==> config.mk <==
export PLATFORM = sky130hd
export DESIGN_NAME = road_scroll_bg
export DESIGN_NICKNAME = d
export VERILOG_FILES = /design/src/rtl/bg_pkg.sv /design/src/rtl/scroll_offset_ctr.sv /design/src/rtl/road_scroll_bg.sv
export SDC_FILE = /design/constraint.sdc
export NUM_CORES = 1
export LEC_CHECK = 0
export CORE_ASPECT_RATIO = 1.75
export CORE_MARGIN = 2
export CORE_UTILIZATION = 39
export CTS_CLUSTER_SIZE = 12
export DETAILED_ROUTE_END_ITERATION = 10
export PLACE_DENSITY = 0.84
export RECOVER_POWER = 100
export SLEW_MARGIN = 20
export SYNTH_ARGS = -nofsm -noshare
export SYNTH_HDL_FRONTEND = slang
export SYNTH_HIERARCHICAL = 1
export SYNTH_SLANG_ARGS = --single-unit
==> constraint.sdc <==
create_clock -name clk_in -period 2.5 [get_ports clk_in]
set_input_delay 0.75 -clock clk_in [delete_from_list [all_inputs] [get_ports clk_in]]
set_output_delay 0.75 -clock clk_in [all_outputs]
set_load 0.01 [all_outputs]
==> src/rtl/bg_pkg.sv <==
// Shared types and palettes for the road/sky background generator.
package bg_pkg;

  typedef struct packed {
    logic [7:0] r;
    logic [7:0] g;
    logic [7:0] b;
  } rgb_t;

  typedef enum logic [1:0] {
    REG_BLACK,
    REG_SKY,
    REG_ROAD,
    REG_LINE
  } region_t;

  localparam rgb_t DAY_LINE   = 24'hF0F0F0;
  localparam rgb_t DAY_ROAD   = 24'h525252;
  localparam rgb_t DAY_SKY    = 24'h87CEEB;
  localparam rgb_t NIGHT_LINE = 24'hF0D000;
  localparam rgb_t NIGHT_ROAD = 24'h202020;
  localparam rgb_t NIGHT_SKY  = 24'h101030;
  localparam rgb_t BLACK      = 24'h000000;

  function automatic rgb_t region_color(region_t region, logic night);
    rgb_t c;
    case (region)
      REG_LINE: c = night ? NIGHT_LINE : DAY_LINE;
      REG_ROAD: c = night ? NIGHT_ROAD : DAY_ROAD;
      REG_SKY:  c = night ? NIGHT_SKY  : DAY_SKY;
      default:  c = BLACK;
    endcase
    return c;
  endfunction

endpackage

==> src/rtl/scroll_offset_ctr.sv <==
// Per-frame scroll offset accumulator and frame-latched night flag.
module scroll_offset_ctr #(
  parameter int W = 7
) (
  input  logic         clk_in,
  input  logic         rst_in,
  input  logic         i_new_frame,
  input  logic         i_pause,
  input  logic [W-1:0] i_speed,
  input  logic         i_night,
  output logic [W-1:0] o_offset,
  output logic         o_night
);

  logic [W-1:0] r_offset;
  logic         r_night;

  // Offset wraps naturally by truncation to W bits.
  always_ff @(posedge clk_in) begin
    if (rst_in) begin
      r_offset <= '0;
      r_night  <= 1'b0;
    end else if (i_new_frame) begin
      r_night <= i_night;
      if (!i_pause) begin
        r_offset <= r_offset + i_speed;
      end
    end
  end

  assign o_offset = r_offset;
  assign o_night  = r_night;

endmodule

==> src/rtl/road_scroll_bg.sv <==
// Two-stage road/sky background generator with scrolling dashed lane dividers.
module road_scroll_bg
  import bg_pkg::*;
#(
  parameter int ROAD_BOTTOM      = 710,
  parameter int ROAD_WIDTH       = 300,
  parameter int LANE_COUNT       = 2,
  parameter int DASH_PERIOD_LOG2 = 7,
  parameter int DASH_LEN         = 64,
  parameter int LINE_HALF        = 3
) (
  input  logic                        clk_in,
  input  logic                        rst_in,
  input  logic [10:0]                 hcount_in,
  input  logic [9:0]                  vcount_in,
  input  logic                        data_valid_in,
  input  logic                        new_frame_in,
  input  logic [DASH_PERIOD_LOG2-1:0] speed_in,
  input  logic                        pause_in,
  input  logic                        night_in,
  output logic [7:0]                  red_out,
  output logic [7:0]                  green_out,
  output logic [7:0]                  blue_out,
  output logic                        valid_out,
  output logic [DASH_PERIOD_LOG2-1:0] offset_out
);

  localparam int RT = ROAD_BOTTOM - ROAD_WIDTH;
  localparam logic [11:0] PHASE_MASK  = 12'((1 << DASH_PERIOD_LOG2) - 1);
  localparam logic [11:0] DASH_LEN_12 = 12'(DASH_LEN);

  logic [DASH_PERIOD_LOG2-1:0] w_offset;
  logic                        w_night;

  scroll_offset_ctr #(.W(DASH_PERIOD_LOG2)) u_scroll (
    .clk_in      (clk_in),
    .rst_in      (rst_in),
    .i_new_frame (new_frame_in),
    .i_pause     (pause_in),
    .i_speed     (speed_in),
    .i_night     (night_in),
    .o_offset    (w_offset),
    .o_night     (w_night)
  );

  logic [31:0] w_v;
  logic [11:0] w_sum;
  logic        w_lit;
  logic        w_bottom;
  logic        w_top;
  logic        w_road;
  logic        w_sky;
  logic        w_div;

  assign w_v      = {22'd0, vcount_in};
  assign w_sum    = {1'b0, hcount_in} + {{(12 - DASH_PERIOD_LOG2){1'b0}}, w_offset};
  assign w_lit    = (w_sum & PHASE_MASK) < DASH_LEN_12;
  assign w_bottom = w_v >= 32'(ROAD_BOTTOM);
  assign w_top    = (w_v + 32'd10 >= 32'(RT)) && (w_v <= 32'(RT));
  assign w_road   = (w_v > 32'(RT)) && (w_v < 32'(ROAD_BOTTOM));
  assign w_sky    = w_v < 32'(RT);

  // Divider centres fold to constants; the +LINE_HALF on the left keeps the compare unsigned-safe.
  always_comb begin
    w_div = 1'b0;
    for (int k = 1; k < LANE_COUNT; k++) begin
      if ((w_v + 32'(LINE_HALF) >= 32'(ROAD_BOTTOM - (k * ROAD_WIDTH) / LANE_COUNT)) &&
          (w_v <= 32'(ROAD_BOTTOM - (k * ROAD_WIDTH) / LANE_COUNT + LINE_HALF))) begin
        w_div = 1'b1;
      end
    end
  end

  logic r_bottom;
  logic r_top;
  logic r_div_lit;
  logic r_road;
  logic r_sky;
  logic r_night;
  logic r_valid_s1;

  always_ff @(posedge clk_in) begin
    if (rst_in) begin
      r_bottom   <= 1'b0;
      r_top      <= 1'b0;
      r_div_lit  <= 1'b0;
      r_road     <= 1'b0;
      r_sky      <= 1'b0;
      r_night    <= 1'b0;
      r_valid_s1 <= 1'b0;
    end else begin
      r_bottom   <= w_bottom;
      r_top      <= w_top;
      r_div_lit  <= w_div & w_lit;
      r_road     <= w_road;
      r_sky      <= w_sky;
      r_night    <= w_night;
      r_valid_s1 <= data_valid_in;
    end
  end

  region_t w_region;

  always_comb begin
    w_region = REG_BLACK;
    if (r_bottom || r_top || r_div_lit) begin
      w_region = REG_LINE;
    end else if (r_road) begin
      w_region = REG_ROAD;
    end else if (r_sky) begin
      w_region = REG_SKY;
    end
  end

  rgb_t r_rgb;
  logic r_valid_s2;

  always_ff @(posedge clk_in) begin
    if (rst_in) begin
      r_rgb      <= BLACK;
      r_valid_s2 <= 1'b0;
    end else begin
      r_rgb      <= region_color(w_region, r_night);
      r_valid_s2 <= r_valid_s1;
    end
  end

  assign red_out    = r_rgb.r;
  assign green_out  = r_rgb.g;
  assign blue_out   = r_rgb.b;
  assign valid_out  = r_valid_s2;
  assign offset_out = w_offset;

endmodule
==> impl_metrics.env, run 1 <==
export IMPL_final_cell_mix="dlygate4sd3_1 (32), dfxtp_1 (28), clkdlybuf4s50_1 (24)"
export IMPL_fillers=351
export IMPL_hold_end="valid_out"
export IMPL_grt_pass1_wl_um=5870
export IMPL_postLayoutSetupSlackWorst_ns=0.132
export IMPL_min_period_ns=2.37
export IMPL_vias=1575
export IMPL_grt_max_degree=31
export IMPL_clk_latency_ns=0.27
export IMPL_crit_family="adder cells"
export IMPL_area_growth_pct=42.5
export IMPL_status="finished, final reports clean"
export IMPL_setup_violations=0
export IMPL_worstSetupPathType="in -> reg"
export IMPL_syn_area_sq_mm=0.00171
export IMPL_crit_slowest_cell="fa_2"
export IMPL_synth_edff_count=0
export IMPL_yosys_warnings=6
export IMPL_drt_pass1_iter_count=4
export IMPL_cellLeakagePower_nw=1.05
export IMPL_async_reset_ff_frac=0
export IMPL_power_switching_w=0.000283
export IMPL_synth_seq_cells=28
export IMPL_ctsHtreeMaxLevel=1
export IMPL_hold_buffers=0
export IMPL_fin_nets=306
export IMPL_min_delay_path_depth=1
export IMPL_num_rows=31
export IMPL_multi_input_area_sq_um=983
export IMPL_antenna_found_initial=0
export IMPL_post_place_ws_ns=-0.471
export IMPL_reg2reg_to="u_scroll/o_offset[6]"
export IMPL_reg2reg_slack_ns=0.36
export IMPL_setup_tns_ns=0
export IMPL_seqPwrFrac=0.433
export IMPL_arrival_ns=2.53
export IMPL_initial_core_util=0.407
export IMPL_avgSynthCellArea_sq_um=8.66
export IMPL_wl_um=3500
export IMPL_power_frac_clock=0.309
export IMPL_worstHoldPathType="reg -> reg"
export IMPL_fmax_ghz=0.422
export IMPL_critPathMaxFanout=2
export IMPL_grt_pass1_vias=1415
export IMPL_wire_per_inst_um=11.5
export IMPL_die_width_um=54.0
export IMPL_maxCapViolations=0
export IMPL_endpoint_kind="flip-flop"
export IMPL_hp_start="r_valid_s1"
export IMPL_via_per_inst=5.16
export IMPL_p_per_area_mw_per_mm2=466
export IMPL_syn_inst=197
export IMPL_synth_cell_type_count=52
export IMPL_pwr_share_comb=0.259
export IMPL_timing_final_crit_share=0.947
export IMPL_cts_root_buffer="clkbuf_8"
export IMPL_dieArea_sq_mm=0.00494
export IMPL_final_common_cell="dlygate4sd3_1"
export IMPL_timing_final_max_slew_violations=0
export IMPL_core_area_sq_mm=0.00419
export IMPL_clk_pin_slew_ns=0.09
export IMPL_die_height_um=91.5
export IMPL_grt_setup_unrepaired="false"
export IMPL_synth_main_ff_cell="dfxtp_1"
export IMPL_final_util=0.581
export IMPL_hold_violations=0
export IMPL_numCtsBuffers=3
export IMPL_cp_slowest_stage_delay_ns=0.41
export IMPL_worstPathRequired_ns=2.66
export IMPL_cts_tree="yes"
export IMPL_regArea_sq_um=561
export IMPL_irDropWorstVdd_mv=0.334
export IMPL_port_buffers=58
export IMPL_p_int_w=0.000850
export IMPL_ioPinCount=66
export IMPL_cp_num_buf_inv=2
export IMPL_yosysSeqAreaShare=0.328
export IMPL_rr_worst_depth=8
export IMPL_swShare=0.250
export IMPL_cts_path_max_buffers=2
export IMPL_numClockSinks=28
export IMPL_reg2reg_from="u_scroll/o_offset[0]"
export IMPL_diodes=0
export IMPL_grt_overflow_total=0
export IMPL_crit_chain="dlygate4sd2_1 -> ha_2 -> inv_2 -> fa_2 -> nor2b_4 -> o2111ai_2 -> a31o_1 -> a21oi_2 -> mux2_4"
export IMPL_critPathLaunchType="primary input"
export IMPL_hpwl_um=2860
export IMPL_place_gp_congestion=0.863
export IMPL_drtIter0Drc=30
export IMPL_ant_nets=0
export IMPL_grt_usage=0.153
export IMPL_drive_above_1_share=0.121
export IMPL_fin_skew_ns=0.00997
export IMPL_drc=0
registers in the layout, indices dropped and copies added, names as in the netlist:
register and count:
r_top 1, u_scroll/o_offset 7, r_night 1, r_valid_s1 1, valid_out 1, r_bottom 1, blue_out 4, red_out 6
green_out 2, r_road 1, r_sky 1, u_scroll/o_night 1, r_div_lit 1
final cells by class:
type	instances	area share
clock inverter	1	0.0123
inverter	8	0.0123
multi-input combinational	140	0.404
timing repair buffer	76	0.298
sequential	28	0.230
tap	49	0.0252
clock buffer	3	0.0170
metal layers:
layer  routed length, um  GRT usage  vias up
met2                2080      0.308       45
met4                  19     0.0375        0
met3                 160     0.0148        2
li1                    -          -      812
met1                1240      0.150      716
met5                   0          0        -
kinds of logic after synthesis:
group / synth area share
AND/OR/NAND/NOR: 0.224
AO/OA/AOI/OAI: 0.199
buffers and inverters: 0.0982
flip-flops: 0.328
adder cells (fa/ha/maj): 0.114
XOR/XNOR: 0.0205
multiplexers: 0.0125
other: 0.00220
synthesized netlist by cell type (4+ instances only):
cell type | instances | share of area
a211oi_1 | 4 | 0.018
a21oi_1 | 18 | 0.053
buf_4 | 13 | 0.057
clkbuf_1 | 8 | 0.018
dfxtp_1 | 28 | 0.33
ha_1 | 14 | 0.10
inv_1 | 7 | 0.015
nand2_1 | 14 | 0.031
nand2b_1 | 4 | 0.015
nand3_1 | 5 | 0.015
nor2_1 | 8 | 0.018
nor2b_1 | 8 | 0.029
nor3_1 | 7 | 0.021
o211ai_1 | 4 | 0.018
worst register-to-register path, cell delays in order (launching register included):
cell       delay [ns]
dfxtp_1          0.41
ha_2             0.22
inv_2            0.04
fa_2             0.41
nor2b_4          0.14
o2111ai_2        0.12
a31o_1           0.25
a21oi_2          0.13
mux2_4           0.30
stage by stage:
stage	hold WS (ns)	instances	area (sq um)	total power, W
2_1_floorplan	0.414	199	1710	0.000664
3_3_place_gp	0.422	299	2350	0.000802
3_5_place_dp	0.420	299	2350	0.000809
4_1_cts	0.443	305	2440	0.00116
5_1_grt	0.471	305	2430	0.00120
6_report	0.440	305	2430	0.00113
how the worst max path moves through the flow:
stage                                 endpoint   startpoint  depth (start not counted)  slack [ns]
final                     u_scroll/o_offset[6]  speed_in[0]                          9        0.13
after global routing      u_scroll/o_offset[6]  speed_in[0]                          9        0.02
after CTS                 u_scroll/o_offset[6]  speed_in[1]                          8        0.01
after detailed placement  u_scroll/o_offset[6]  speed_in[0]                          9       -0.47
after global placement    u_scroll/o_offset[6]  speed_in[0]                          9       -0.42
after floorplan           u_scroll/o_offset[6]  speed_in[0]                          8        0.12
power by group through the flow:
stage | registers [W] | logic [W] | clock network (W)
3_3_place_gp | 0.000501 | 0.000301 | 0
2_1_floorplan | 0.000510 | 0.000154 | 0
6_report | 0.000490 | 0.000293 | 0.000350
3_5_place_dp | 0.000503 | 0.000307 | 0
4_1_cts | 0.000492 | 0.000310 | 0.000362
5_1_grt | 0.000496 | 0.000326 | 0.000378
repair_timing:
action | CTS | global route
pin swaps | 4 | 4
gates cloned | 0 | 0
setup buffers | 2 | 0
setup endpoints to repair | 1 | 1
resized for setup | 5 | 1
(Power assumes the default switching activity.)
==> run 2, diff against run 1 <==
--- a/config.mk
+++ b/config.mk
@@ -5,7 +5,7 @@
 export SDC_FILE = /design/constraint.sdc
 export NUM_CORES = 1
 export LEC_CHECK = 0
-export CORE_ASPECT_RATIO = 1.75
+export CORE_ASPECT_RATIO = 0.7
 export CORE_MARGIN = 2
 export CORE_UTILIZATION = 39
 export CTS_CLUSTER_SIZE = 12
==> impl_metrics.env, run 2 (synthesis gave the netlist of run 1 again) <==
export IMPL_status="finished, final reports clean"
export IMPL_drtIter0Drc=75
export IMPL_wire_per_inst_um=12.5
export IMPL_dieArea_sq_mm=0.00493
export IMPL_hold_ws_ns=0.462
export IMPL_fmax_ghz=0.418
export IMPL_fin_total_pwr_w=0.00113
export IMPL_die_height_um=59.3
export IMPL_grt_pass1_wl_um=6470
export IMPL_cellLeakagePower_nw=1.03
export IMPL_grt_max_degree=17
export IMPL_core_area_sq_mm=0.00428
export IMPL_ctsHtreeMaxLevel=1
export IMPL_crit_slowest_cell="fa_2"
export IMPL_largest_reg_flops=7
export IMPL_wl_um=3890
export IMPL_numCtsBuffers=3
export IMPL_drc=0
export IMPL_p_per_area_mw_per_mm2=468
export IMPL_ant_nets=0
export IMPL_cp_slowest_stage_delay_ns=0.41
export IMPL_endpoint_kind="flip-flop"
export IMPL_diodes=0
export IMPL_fin_nets=306
export IMPL_clk_pin_slew_ns=0.09
export IMPL_fin_skew_ns=0.00342
export IMPL_grt_usage=0.161
export IMPL_area_growth_pct=41.6
export IMPL_grt_overflow_total=0
export IMPL_critPathMaxFanout=2
export IMPL_maxSlewHeadroom=0.581
export IMPL_numClockSinks=28
export IMPL_timing_final_max_slew_violations=0
export IMPL_hold_buffers=0
export IMPL_die_width_um=83.1
export IMPL_num_rows=20
export IMPL_worstHoldPathType="reg -> reg"
export IMPL_arrival_ns=2.56
export IMPL_critPathLaunchType="primary input"
export IMPL_grt_pass1_vias=1422
export IMPL_crit_chain="dlygate4sd2_1 -> ha_1 -> inv_2 -> fa_2 -> nor2b_4 -> o2111ai_2 -> a31o_1 -> a21oi_2 -> mux2_4"
export IMPL_min_period_ns=2.39
export IMPL_ioPinCount=66
export IMPL_worstSetupPathType="in -> reg"
export IMPL_grt_setup_unrepaired="false"
export IMPL_cts_tree="yes"
export IMPL_place_gp_congestion=0.893
export IMPL_drive_above_1_share=0.113
export IMPL_setup_violations=0
export IMPL_cts_path_max_buffers=2
export IMPL_clk_latency_ns=0.27
export IMPL_hpwl_um=3140
export IMPL_hold_violations=0
export IMPL_antenna_found_initial=0
export IMPL_final_util=0.565
export IMPL_timing_final_crit_share=0.958
export IMPL_final_common_cell="dlygate4sd3_1"
export IMPL_port_buffers=58
export IMPL_worstPathRequired_ns=2.66
export IMPL_drt_pass1_iter_count=4
export IMPL_vias=1582
export IMPL_initial_core_util=0.399
export IMPL_via_per_inst=5.09
export IMPL_maxCapViolations=0
export IMPL_final_cell_mix="dlygate4sd3_1 (30), dfxtp_1 (28), clkdlybuf4s50_1 (26)"
export IMPL_tightestPinTransition_ns=0.628
export IMPL_setup_tns_ns=0
export IMPL_irDropWorstVdd_mv=0.262
export IMPL_cts_root_buffer="clkbuf_8"
## run 2: changes by cell type in the layout (fill, tap and decap cells not counted), sizes merged
cell	delta
dlygate4sd3	-2
clkbuf	+2
buf	-2
clkdlybuf4s50	+2
## run 2: cell type report
cell class              instances  area [sq um]
repair buffers                 76           706
well taps                      55          68.8
inverters                       8          30.0
multi-input cells             140           981
fillers                       401          1860
clock buffers                   3          41.3
flip-flops and latches         28           561
clock inverters                 1          30.0
## run 2: routing by layer
metal | vias up | global-route usage | wire [um]
met5 | - | 0 | 0
met4 | 0 | 0.0562 | 48
met3 | 4 | 0.0223 | 158
met2 | 53 | 0.270 | 1760
met1 | 710 | 0.217 | 1920
li1 | 815 | - | -
## run 2: timing repair
item | CTS | global route
pin swaps | 4 | 4
setup buffers | 1 | 0
endpoints found under the setup margin | 1 | 1
gates resized for setup | 5 | 2
## run 2: final timing paths
kind	cells after the start	slack, ns	end	from
worst max-delay path	9	0.11	u_scroll/o_offset[6]	speed_in[0]
worst min-delay path	1	0.46	valid_out	r_valid_s1
worst max register to register	8	0.37	u_scroll/o_offset[6]	u_scroll/o_offset[0]
worst min register to register	1	0.46	valid_out	r_valid_s1
## run 2: power by group
| group | leakage, nW | total (W) | internal [W] | switching, W |
|---|---|---|---|---|
| combinational | 0.769 | 0.000297 | 0.000163 | 0.000134 |
| sequential | 0.230 | 0.000491 | 0.000474 | 0.0000177 |
| clock | 0.0357 | 0.000344 | 0.000214 | 0.000130 |
| total | 1.03 | 0.00113 | 0.000850 | 0.000282 |
## run 2: worst max-delay path: cells and delay by family
family	cells	cell delay [ns]
adder cells (fa/ha/maj)	2	0.60
multiplexers	1	0.31
buffers and inverters	2	0.25
AO/OA/AOI/OAI	3	0.53
AND/OR/NAND/NOR	1	0.13
## run 2: per-stage QoR
stage	setup slack [ns]	area [sq um]	std cells
floorplan	0.119	1710	199
global placement	-0.411	2350	306
CTS	0.0163	2440	311
detailed placement	-0.460	2350	306
finish	0.105	2420	311
global route	0.0427	2420	311
==> run 3, diff against run 2 <==
--- a/config.mk
+++ b/config.mk
@@ -7,11 +7,10 @@
 export LEC_CHECK = 0
 export CORE_ASPECT_RATIO = 0.7
 export CORE_MARGIN = 2
-export CORE_UTILIZATION = 39
+export CORE_UTILIZATION = 47
 export CTS_CLUSTER_SIZE = 12
 export DETAILED_ROUTE_END_ITERATION = 10
-export PLACE_DENSITY = 0.84
-export RECOVER_POWER = 100
+export PLACE_DENSITY = 0.94
 export SLEW_MARGIN = 20
 export SYNTH_ARGS = -nofsm -noshare
 export SYNTH_HDL_FRONTEND = slang
==> constraint.sdc (replaced) <==
create_clock -name clk_in -period 2.95 [get_ports clk_in]
set_input_delay 0.885 -clock clk_in [delete_from_list [all_inputs] [get_ports clk_in]]
set_output_delay 0.885 -clock clk_in [all_outputs]
set_load 0.01 [all_outputs]
==> impl_metrics.env, run 3 (synthesis gave the netlist of run 1 again) <==
export IMPL_hold_ws_ns=0.452
export IMPL_p_int_w=0.000718
export IMPL_status="finished, final reports clean"
export IMPL_power_switching_w=0.000235
export IMPL_fin_nets=294
export IMPL_timing_final_crit_share=0.963
export IMPL_numClockSinks=28
export IMPL_largest_reg_flops=7
export IMPL_clk_pin_slew_ns=0.09
export IMPL_initial_core_util=0.489
export IMPL_die_height_um=54.4
export IMPL_cts_path_max_buffers=2
export IMPL_antenna_found_initial=0
export IMPL_grt_pass1_wl_um=6240
export IMPL_crit_chain="clkdlybuf4s50_1 -> ha_1 -> inv_1 -> fa_1 -> nor2b_4 -> o2111ai_2 -> a31o_1 -> a21oi_2 -> mux2_1"
export IMPL_grt_max_degree=21
export IMPL_ioPinCount=66
export IMPL_core_area_sq_mm=0.00349
export IMPL_ctsHtreeMaxLevel=1
export IMPL_final_cell_mix="clkdlybuf4s50_1 (58), dfxtp_1 (28), a21oi_1 (18)"
export IMPL_ant_nets=0
export IMPL_endpoint_kind="flip-flop"
export IMPL_setup_tns_ns=0
export IMPL_maxSlewHeadroom=0.654
export IMPL_fin_skew_ns=0.00106
export IMPL_hpwl_um=2910
export IMPL_cp_num_buf_inv=2
export IMPL_cts_resized=0
export IMPL_via_per_inst=5.17
export IMPL_power_frac_clock=0.302
export IMPL_vias=1521
export IMPL_p_per_area_mw_per_mm2=408
export IMPL_cts_tree="yes"
export IMPL_numCtsBuffers=3
export IMPL_dieArea_sq_mm=0.00414
export IMPL_worstSetupPathType="in -> reg"
export IMPL_grt_usage=0.184
export IMPL_num_rows=18
export IMPL_seqPwrFrac=0.438
export IMPL_area_growth_pct=36.9
export IMPL_critPathMaxFanout=2
export IMPL_swShare=0.246
export IMPL_cellLeakagePower_nw=0.905
export IMPL_grt_pass1_vias=1393
export IMPL_crit_slowest_cell="clkdlybuf4s50_1"
export IMPL_grt_overflow_total=0
export IMPL_final_common_cell="clkdlybuf4s50_1"
export IMPL_cts_setup_buffers=0
export IMPL_cts_root_buffer="clkbuf_8"
export IMPL_setup_violations=0
export IMPL_wl_um=3590
export IMPL_wire_per_inst_um=12.2
export IMPL_min_period_ns=2.84
export IMPL_fmax_ghz=0.352
export IMPL_cp_slowest_stage_delay_ns=0.47
export IMPL_maxCapViolations=0
export IMPL_hold_violations=0
export IMPL_drc=0
export IMPL_arrival_ns=3.00
export IMPL_critPathLaunchType="primary input"
export IMPL_worstHoldPathType="reg -> reg"
export IMPL_timing_final_max_slew_violations=0
export IMPL_diodes=0
export IMPL_drtIter0Drc=93
export IMPL_die_width_um=76.0
export IMPL_crit_family="adder cells"
export IMPL_clk_latency_ns=0.26
export IMPL_port_buffers=58
export IMPL_pwr_share_comb=0.260
export IMPL_worstPathRequired_ns=3.11
export IMPL_grt_setup_unrepaired="false"
export IMPL_irDropWorstVdd_mv=0.208
export IMPL_hold_buffers=0
export IMPL_drive_above_1_share=0.0738
export IMPL_tightestPinTransition_ns=0.515
export IMPL_place_gp_congestion=0.820
export IMPL_drt_pass1_iter_count=4
==> run 3: cell count changes in the layout (fill, tap and decap cells not counted), moves of 2 or more <==
cell,previous run,this run
clkdlybuf4s50_1,26,58
dlygate4sd3_1,30,0
buf_4,15,6
clkbuf_1,3,0
inv_1,5,7
inv_2,3,1
==> run 3: final timing paths <==
kind | cells after the start | to | slack [ns] | from
worst max register to register | 8 | u_scroll/o_offset[6] | 0.78 | u_scroll/o_offset[0]
worst min-delay path | 1 | valid_out | 0.45 | r_valid_s1
worst min register to register | 1 | valid_out | 0.45 | r_valid_s1
worst max-delay path | 9 | u_scroll/o_offset[6] | 0.11 | speed_in[0]
==> run 3: power groups by stage <==
stage | combinational [W] | sequential (W) | clock, W
after floorplan | 0.000130 | 0.000432 | 0
after global placement | 0.000238 | 0.000426 | 0
after detailed placement | 0.000246 | 0.000427 | 0
after CTS | 0.000248 | 0.000418 | 0.000295
after global routing | 0.000274 | 0.000421 | 0.000308
final | 0.000248 | 0.000417 | 0.000288
==> run 3: area by class of cell <==
type,count,area (sq um)
fill,285,1150
inverter,8,30.0
timing repair buffer,64,626
multi-input combinational,140,986
sequential,28,561
clock inverter,1,30.0
tap,50,62.6
clock buffer,3,41.3
==> run 3: stage by stage <==
stage           util  worst slack [ns]  cell area [sq um]  power, W  cells
2_1_floorplan      -             0.434               1710  0.000563    199
3_3_place_gp   0.649            -0.115               2260  0.000664    290
3_5_place_dp   0.649            -0.189               2260  0.000672    290
4_1_cts        0.669            0.0966               2340  0.000960    294
5_1_grt        0.669            0.0199               2340   0.00100    294
6_report       0.669             0.110               2340  0.000953    294
==> run 3: worst reg2reg max path: stages (launching register included) <==
cell	delay, ns
dfxtp_1	0.40
ha_1	0.20
inv_1	0.06
fa_1	0.44
nor2b_4	0.15
o2111ai_2	0.13
a31o_1	0.25
a21oi_2	0.12
mux2_1	0.33
==> run 3: routing by layer <==
layer / vias up / share of wire / track usage
met4: 0 / 0.0075 / 0.0333
met1: 680 / 0.49 / 0.240
met2: 48 / 0.44 / 0.318
met5: - / 0 / 0
li1: 791 / - / -
met3: 2 / 0.065 / 0.0512
